**src/rtl/conv_pkg.sv**
```systemverilog
// Code definition shared by encoder-side models and the Viterbi decoder (K=3, 7/5 octal).
// Pure constants and combinational helpers; no latency, no flow control.
package conv_pkg;
    localparam int            K          = 3;
    localparam int            NUM_STATES = 4;
    localparam logic [K-1:0]  G0         = 3'b111;
    localparam logic [K-1:0]  G1         = 3'b101;

    // State is {b[n-1], b[n-2]}
    typedef logic [1:0] state_t;

    function automatic logic [1:0] exp_sym(input state_t prev, input logic b);
        logic [K-1:0] taps;
        taps = {b, prev};
        return {^(taps & G0), ^(taps & G1)};
    endfunction

    function automatic logic [1:0] hamming2(input logic [1:0] a, input logic [1:0] b);
        logic [1:0] d;
        d = a ^ b;
        return {d[1] & d[0], d[1] ^ d[0]};
    endfunction
endpackage

```
**src/rtl/viterbi_dec_if.sv**
```systemverilog
// Coded-symbol input and decoded-bit output of the Viterbi decoder.
// Valid-only strobes both ways; the decoder never stalls its source.
interface viterbi_dec_if;
    logic       coded_valid;
    logic [1:0] coded;
    logic       info_valid;
    logic       info;

    modport master (output coded_valid, coded, input info_valid, info);
    modport slave  (input coded_valid, coded, output info_valid, info);
endinterface

```
**src/rtl/viterbi_dec_acs.sv**
```systemverilog
// Add-compare-select for one trellis state plus its register-exchange survivor update.
// Purely combinational; ties resolve to candidate 0 (predecessor {x,0}).
module viterbi_acs #(
    parameter int PM_W     = 5,
    parameter int TB_DEPTH = 15
) (
    input  logic [PM_W:0]     cand0_i,
    input  logic [PM_W:0]     cand1_i,
    input  logic [TB_DEPTH-1:0] surv0_i,
    input  logic [TB_DEPTH-1:0] surv1_i,
    input  logic              b_i,
    output logic [PM_W:0]     pm_o,
    output logic [TB_DEPTH-1:0] surv_o
);
    logic                pick1;
    logic [TB_DEPTH-1:0] chosen;

    assign pick1  = cand1_i < cand0_i;
    assign pm_o   = pick1 ? cand1_i : cand0_i;
    assign chosen = pick1 ? surv1_i : surv0_i;
    assign surv_o = (chosen << 1) | TB_DEPTH'(b_i);
endmodule

```
**src/rtl/viterbi_dec.sv**
```systemverilog
// Hard-decision Viterbi decoder, rate 1/2 K=3; bit j emerges one cycle after symbol j+TB_DEPTH-1 is accepted.
// No backpressure: every coded_valid symbol is consumed; idle cycles only stretch latency.
module viterbi_dec
    import conv_pkg::*;
#(
    parameter int TB_DEPTH = 15,
    parameter int PM_W     = 5,
    parameter int INIT_PM  = 8
) (
    input  logic         clk,
    input  logic         srst,
    viterbi_dec_if.slave bus
);
    localparam int                CNT_W    = $clog2(TB_DEPTH);
    localparam logic [CNT_W-1:0]  CNT_LAST = CNT_W'(TB_DEPTH - 1);
    localparam logic [PM_W:0]     PM_SAT   = {1'b0, {PM_W{1'b1}}};

    logic [PM_W-1:0]     pm_q   [NUM_STATES];
    logic [PM_W-1:0]     pm_d   [NUM_STATES];
    logic [TB_DEPTH-1:0] surv_q [NUM_STATES];
    logic [TB_DEPTH-1:0] surv_d [NUM_STATES];
    logic [PM_W:0]       acs_pm [NUM_STATES];
    logic [CNT_W-1:0]    cnt_q, cnt_d;
    logic                info_q, info_d;
    logic                info_vld_q, info_vld_d;
    logic [PM_W:0]       min_pm;
    logic [PM_W:0]       diff;
    state_t              best;
    logic                found;

    // Next state {b,x} is reached from {x,0} and {x,1} with input bit b
    for (genvar ns = 0; ns < NUM_STATES; ns++) begin : g_acs
        localparam state_t P0 = state_t'((ns % 2) * 2);
        localparam state_t P1 = state_t'((ns % 2) * 2 + 1);
        localparam logic   B  = (ns / 2) != 0;

        logic [PM_W:0] cand0, cand1;

        assign cand0 = (PM_W+1)'(pm_q[P0]) + (PM_W+1)'(hamming2(bus.coded, exp_sym(P0, B)));
        assign cand1 = (PM_W+1)'(pm_q[P1]) + (PM_W+1)'(hamming2(bus.coded, exp_sym(P1, B)));

        viterbi_acs #(
            .PM_W     (PM_W),
            .TB_DEPTH (TB_DEPTH)
        ) u_acs (
            .cand0_i (cand0),
            .cand1_i (cand1),
            .surv0_i (surv_q[P0]),
            .surv1_i (surv_q[P1]),
            .b_i     (B),
            .pm_o    (acs_pm[ns]),
            .surv_o  (surv_d[ns])
        );
    end

    always_comb begin
        min_pm = acs_pm[0];
        diff   = '0;
        for (int s = 1; s < NUM_STATES; s++) begin
            if (acs_pm[s] < min_pm) min_pm = acs_pm[s];
        end
        for (int s = 0; s < NUM_STATES; s++) begin
            diff     = acs_pm[s] - min_pm;
            pm_d[s]  = (diff > PM_SAT) ? PM_SAT[PM_W-1:0] : diff[PM_W-1:0];
        end
        // Lowest-index state holding the zero (minimum) normalised metric
        best  = '0;
        found = 1'b0;
        for (int s = 0; s < NUM_STATES; s++) begin
            if (!found && pm_d[s] == '0) begin
                best  = state_t'(s);
                found = 1'b1;
            end
        end
    end

    always_comb begin
        cnt_d      = (cnt_q >= CNT_LAST) ? CNT_LAST : cnt_q + 1'b1;
        info_d     = surv_d[best][TB_DEPTH-1];
        info_vld_d = cnt_q >= CNT_LAST;
    end

    always_ff @(posedge clk) begin
        if (srst) begin
            for (int s = 0; s < NUM_STATES; s++) begin
                pm_q[s]   <= (s == 0) ? '0 : PM_W'(INIT_PM);
                surv_q[s] <= '0;
            end
            cnt_q      <= '0;
            info_q     <= 1'b0;
            info_vld_q <= 1'b0;
        end else if (bus.coded_valid) begin
            for (int s = 0; s < NUM_STATES; s++) begin
                pm_q[s]   <= pm_d[s];
                surv_q[s] <= surv_d[s];
            end
            cnt_q      <= cnt_d;
            info_q     <= info_d;
            info_vld_q <= info_vld_d;
        end else begin
            info_vld_q <= 1'b0;
        end
    end

    assign bus.info       = info_q;
    assign bus.info_valid = info_vld_q;
endmodule
```
**src/flat_wrapper.sv**
```systemverilog
// flat-port wrapper written by rule: the top's interface ports become plain ports
module viterbi_dec_flat import conv_pkg::*;
#(
    parameter int TB_DEPTH = 15,
    parameter int PM_W     = 5,
    parameter int INIT_PM  = 8
)
  (clk, srst, bus_coded_valid, bus_coded, bus_info_valid, bus_info);
  viterbi_dec_if bus_i ();
  input  logic clk;
  input  logic srst;
  input wire logic [$bits(bus_i.coded_valid)-1:0] bus_coded_valid;
  input wire logic [$bits(bus_i.coded)-1:0] bus_coded;
  output wire logic [$bits(bus_i.info_valid)-1:0] bus_info_valid;
  output wire logic [$bits(bus_i.info)-1:0] bus_info;
  assign bus_i.coded_valid = bus_coded_valid;
  assign bus_i.coded = bus_coded;
  assign bus_info_valid = bus_i.info_valid;
  assign bus_info = bus_i.info;
  viterbi_dec #(.TB_DEPTH(TB_DEPTH), .PM_W(PM_W), .INIT_PM(INIT_PM)) u_core (.clk(clk), .srst(srst), .bus(bus_i));
endmodule
```
**config.mk**
```make
export PLATFORM = sky130hd
export DESIGN_NAME = viterbi_dec_flat
export DESIGN_NICKNAME = d
export VERILOG_FILES = /design/src/rtl/conv_pkg.sv /design/src/rtl/viterbi_dec_if.sv /design/src/rtl/viterbi_dec_acs.sv /design/src/rtl/viterbi_dec.sv /design/src/flat_wrapper.sv
export SDC_FILE = /design/constraint.sdc
export NUM_CORES = 1
export LEC_CHECK = 0
export CELL_PAD_IN_SITES_DETAIL_PLACEMENT = 0
export CELL_PAD_IN_SITES_GLOBAL_PLACEMENT = 1
export CORE_UTILIZATION = 40
export CTS_BUF_LIST = sky130_fd_sc_hd__clkbuf_4
export DETAILED_ROUTE_END_ITERATION = 8
export PLACE_DENSITY = 0.71
export SLEW_MARGIN = 20
export SYNTH_ARGS = -nofsm -noshare
export SYNTH_HDL_FRONTEND = slang
export SYNTH_SLANG_ARGS = --single-unit
```
**constraint.sdc**
```tcl
create_clock -name clk -period 9.9 [get_ports clk]
set_input_delay 0.99 -clock clk [delete_from_list [all_inputs] [get_ports clk]]
set_output_delay 0.99 -clock clk [all_outputs]
set_load 0.01 [all_outputs]
```
==> impl_metrics.ini <==
[synthesis]
ys.warnings.count = 0
synth_most_common_cell = nor2_1
synth.yosys.seq_area_share = 0.309
syn_nets = 895
synthTopCellsByArea = edfxtp_1, ha_1, mux2i_1, nor2_1, xnor2_1
avgSynthCellArea_um2 = 8.84
synth_cell_types = 86
ys_seq_elements = 78
synth_area_um2 = 7350
synthFlopType = edfxtp_1
synthCells = 832
synth_edf_count = 71
synth_common_cells = nor2_1, nand2_1, edfxtp_1, a21oi_1, ha_1
ys_async_sr_fraction = 0
synth_top_area_frac = 0.290
synth_top_area_cell = edfxtp_1

[critical_path]
critPathKind = in2reg
cp-endpoint = u_core.bus.info
worstPathMaxFanout = 4
rr_endpoint = u_core.bus.info
end_kind = flip-flop
crit_top_cell = inv_1
crit_start = bus_coded[0]
required_ps = 10260
r2r_slack_ps = 910
ff2ff_path_depth = 49
startpoint_type = input port
cpPeakStageDelay_ps = 350
r2r-start = u_core.pm_q[0][1]
arrival_ps = 9750
slowest_stage = o311ai_2

[worst_hold_path]
hold-path-cell-count = 2
hold_class = reg2reg

[job]
maxCapViolations = 0

[clock_tree]
clockRootBuffer = clkbuf_4
cts_buffer_depth = 2
cts_buffers = 9
cts_tree = yes
cts.sink_count = 78
clk_pin_slew_ps = 140
clock_latency_ps = 450
cts-htree-levels = 3

[drt]
drcViolationCount = 0
wirelength_um = 21500
via_per_inst = 5.70
dr.first_iter.drc_count = 485
drtAntennaViolNets = 0
vias = 6854
routedWlPerCell_um = 17.9
drt_pass1_iterations = 5

[die]
start_util = 0.409
die-area_um2 = 18900
row_count = 49
die_y_um = 138
ios = 7
die_w_um = 138
core_area_um2 = 18000

[layout]
syn2layout_area_growth_pct = 24.7
register_area_um2 = 2270
nets = 1030
drive_gt1_frac = 0.263
multi_input_area_um2 = 4980
fill_cells = 1723

[global_routing]
grt_pass1_wl_um = 33900
overflow = 0
grt_max_degree = 67
grt_pass1_vias = 6584
grtUsageTotal = 0.236
grt_antenna_before_repair = 1

[sta]
fin_crit_ps = 9390
holdWs_ps = 498
tightest_slew_ps = 659
slew_violations = 0
finalHoldViolations = 0
rsz0062_at_grt = no
min_period_over_period = 0.949
skew_ps = 20.6
fmax_mhz = 106
slew_headroom = 0.560
finalSetupViolations = 0

[outcome]
status = finished clean

[place]
dp_hpwl_um = 16300
gp_congestion = 0.901
io_buffer_count = 6
## cell usage in the layout, fill, tap and decap left out, types with 4 or more instances in the layout
cell,netlist,routed
buf_4,2,152
nor2_1,87,84
nand2_1,73,72
edfxtp_1,71,71
a21oi_1,64,57
mux2i_1,54,52
inv_1,51,47
ha_1,58,45
xnor2_1,37,35
o21ai_0,32,28
nand3_1,24,23
nor2b_1,13,13
and2_1,13,13
nand2b_1,13,12
o211ai_1,12,12
xor2_1,12,12
and3_1,12,11
a31oi_1,10,10
ha_2,0,9
clkbuf_4,0,9
a21o_1,8,8
o21ai_1,4,7
dfxtp_1,7,7
mux2_2,7,6
inv_2,2,6
nor3_1,7,6
a21oi_2,0,5
a31o_2,5,5
nand3b_1,5,5
o221ai_1,5,5
o21bai_1,5,5
nand4_1,5,5
nand4b_1,4,4
o21a_1,4,4
and2_4,4,4
a211o_1,4,4
o2111ai_1,4,4
ha_4,0,4
clkdlybuf4s50_1,0,4
## critical path: cells and delay by family
kind | cells | cell delay [ps]
AOI/OAI and AO/OA | 19 | 3050
xor gates and xnor gates | 2 | 290
adders and majority gates | 8 | 1910
buffers and inverters | 6 | 550
muxes | 5 | 1290
and+or+nand+nor | 12 | 1660
## repair_timing
item	in CTS	in global routing
setup endpoints to repair	1	21
resized for setup	8	45
endpoints found under the hold margin	0	0
pin swaps	4	29
setup buffers	5	17
hold buffers	0	0
## metrics by stage
stage               setup WS [ps]  TNS [ps]  cell area, um2  utilization  std cells
floorplan                    4.01         0            7390            -        832
global placement             -373     -1470            8580        0.478       1163
detailed placement           -610     -5200            8580        0.478       1163
CTS                          2.30         0            8850        0.493       1184
global route                  162         0            9170        0.511       1202
finish                        510         0            9170        0.511       1202
## routing by layer
layer | GRT usage | vias to the layer above | share of wire
li1 | - | 3320 | -
met1 | 0.296 | 3295 | 0.44
met2 | 0.408 | 201 | 0.48
met3 | 0.0383 | 38 | 0.057
met4 | 0.0806 | 0 | 0.022
met5 | 0 | - | 0
## flip-flops by register name (all words and copies together) (netlist names)
name / cells
u_core.bus.info: 1
u_core.surv_q: 52
u_core.pm_q: 20
u_core.bus.info_valid: 1
u_core.cnt_q: 4
## worst min path at each step
stage | startpoint | to | slack (ps)
floorplan | u_core.cnt_q[3] | u_core.cnt_q[3] | 440
global placement | u_core.cnt_q[3] | u_core.cnt_q[3] | 450
detailed placement | u_core.surv_q[0][30] | u_core.surv_q[0][30] | 490
CTS | u_core.surv_q[0][30] | u_core.surv_q[0][30] | 500
global route | u_core.surv_q[0][30] | u_core.surv_q[0][30] | 520
finish | u_core.surv_q[0][30] | u_core.surv_q[0][30] | 500
## area by class of cell
cell class                      count  share of cell area
Clock inverter                      7              0.0132
Sequential cell                    78               0.248
Clock buffer                        9             0.00737
Tap cell                          229              0.0312
Multi-Input combinational cell    665               0.543
Inverter                           53              0.0217
Timing Repair Buffer              160               0.135
Antenna cell                        1            0.000273
## logic make-up (layout without fill, tap and decap cells)
kind of cell / count (synthesis) / after routing / share of synthesized area
and+or+nand+nor: 281 / 281 / 0.187
AOI/OAI and AO/OA: 213 / 213 / 0.206
buffers and inverters: 89 / 229 / 0.0507
DFF: 78 / 78 / 0.309
muxes: 62 / 62 / 0.0863
adders and majority gates: 59 / 59 / 0.100
xor gates and xnor gates: 50 / 50 / 0.0606
other: 0 / 1 / 0
Power is not shown: default switching activity piles up to over one toggle a cycle in this logic, so the estimate is an artifact.
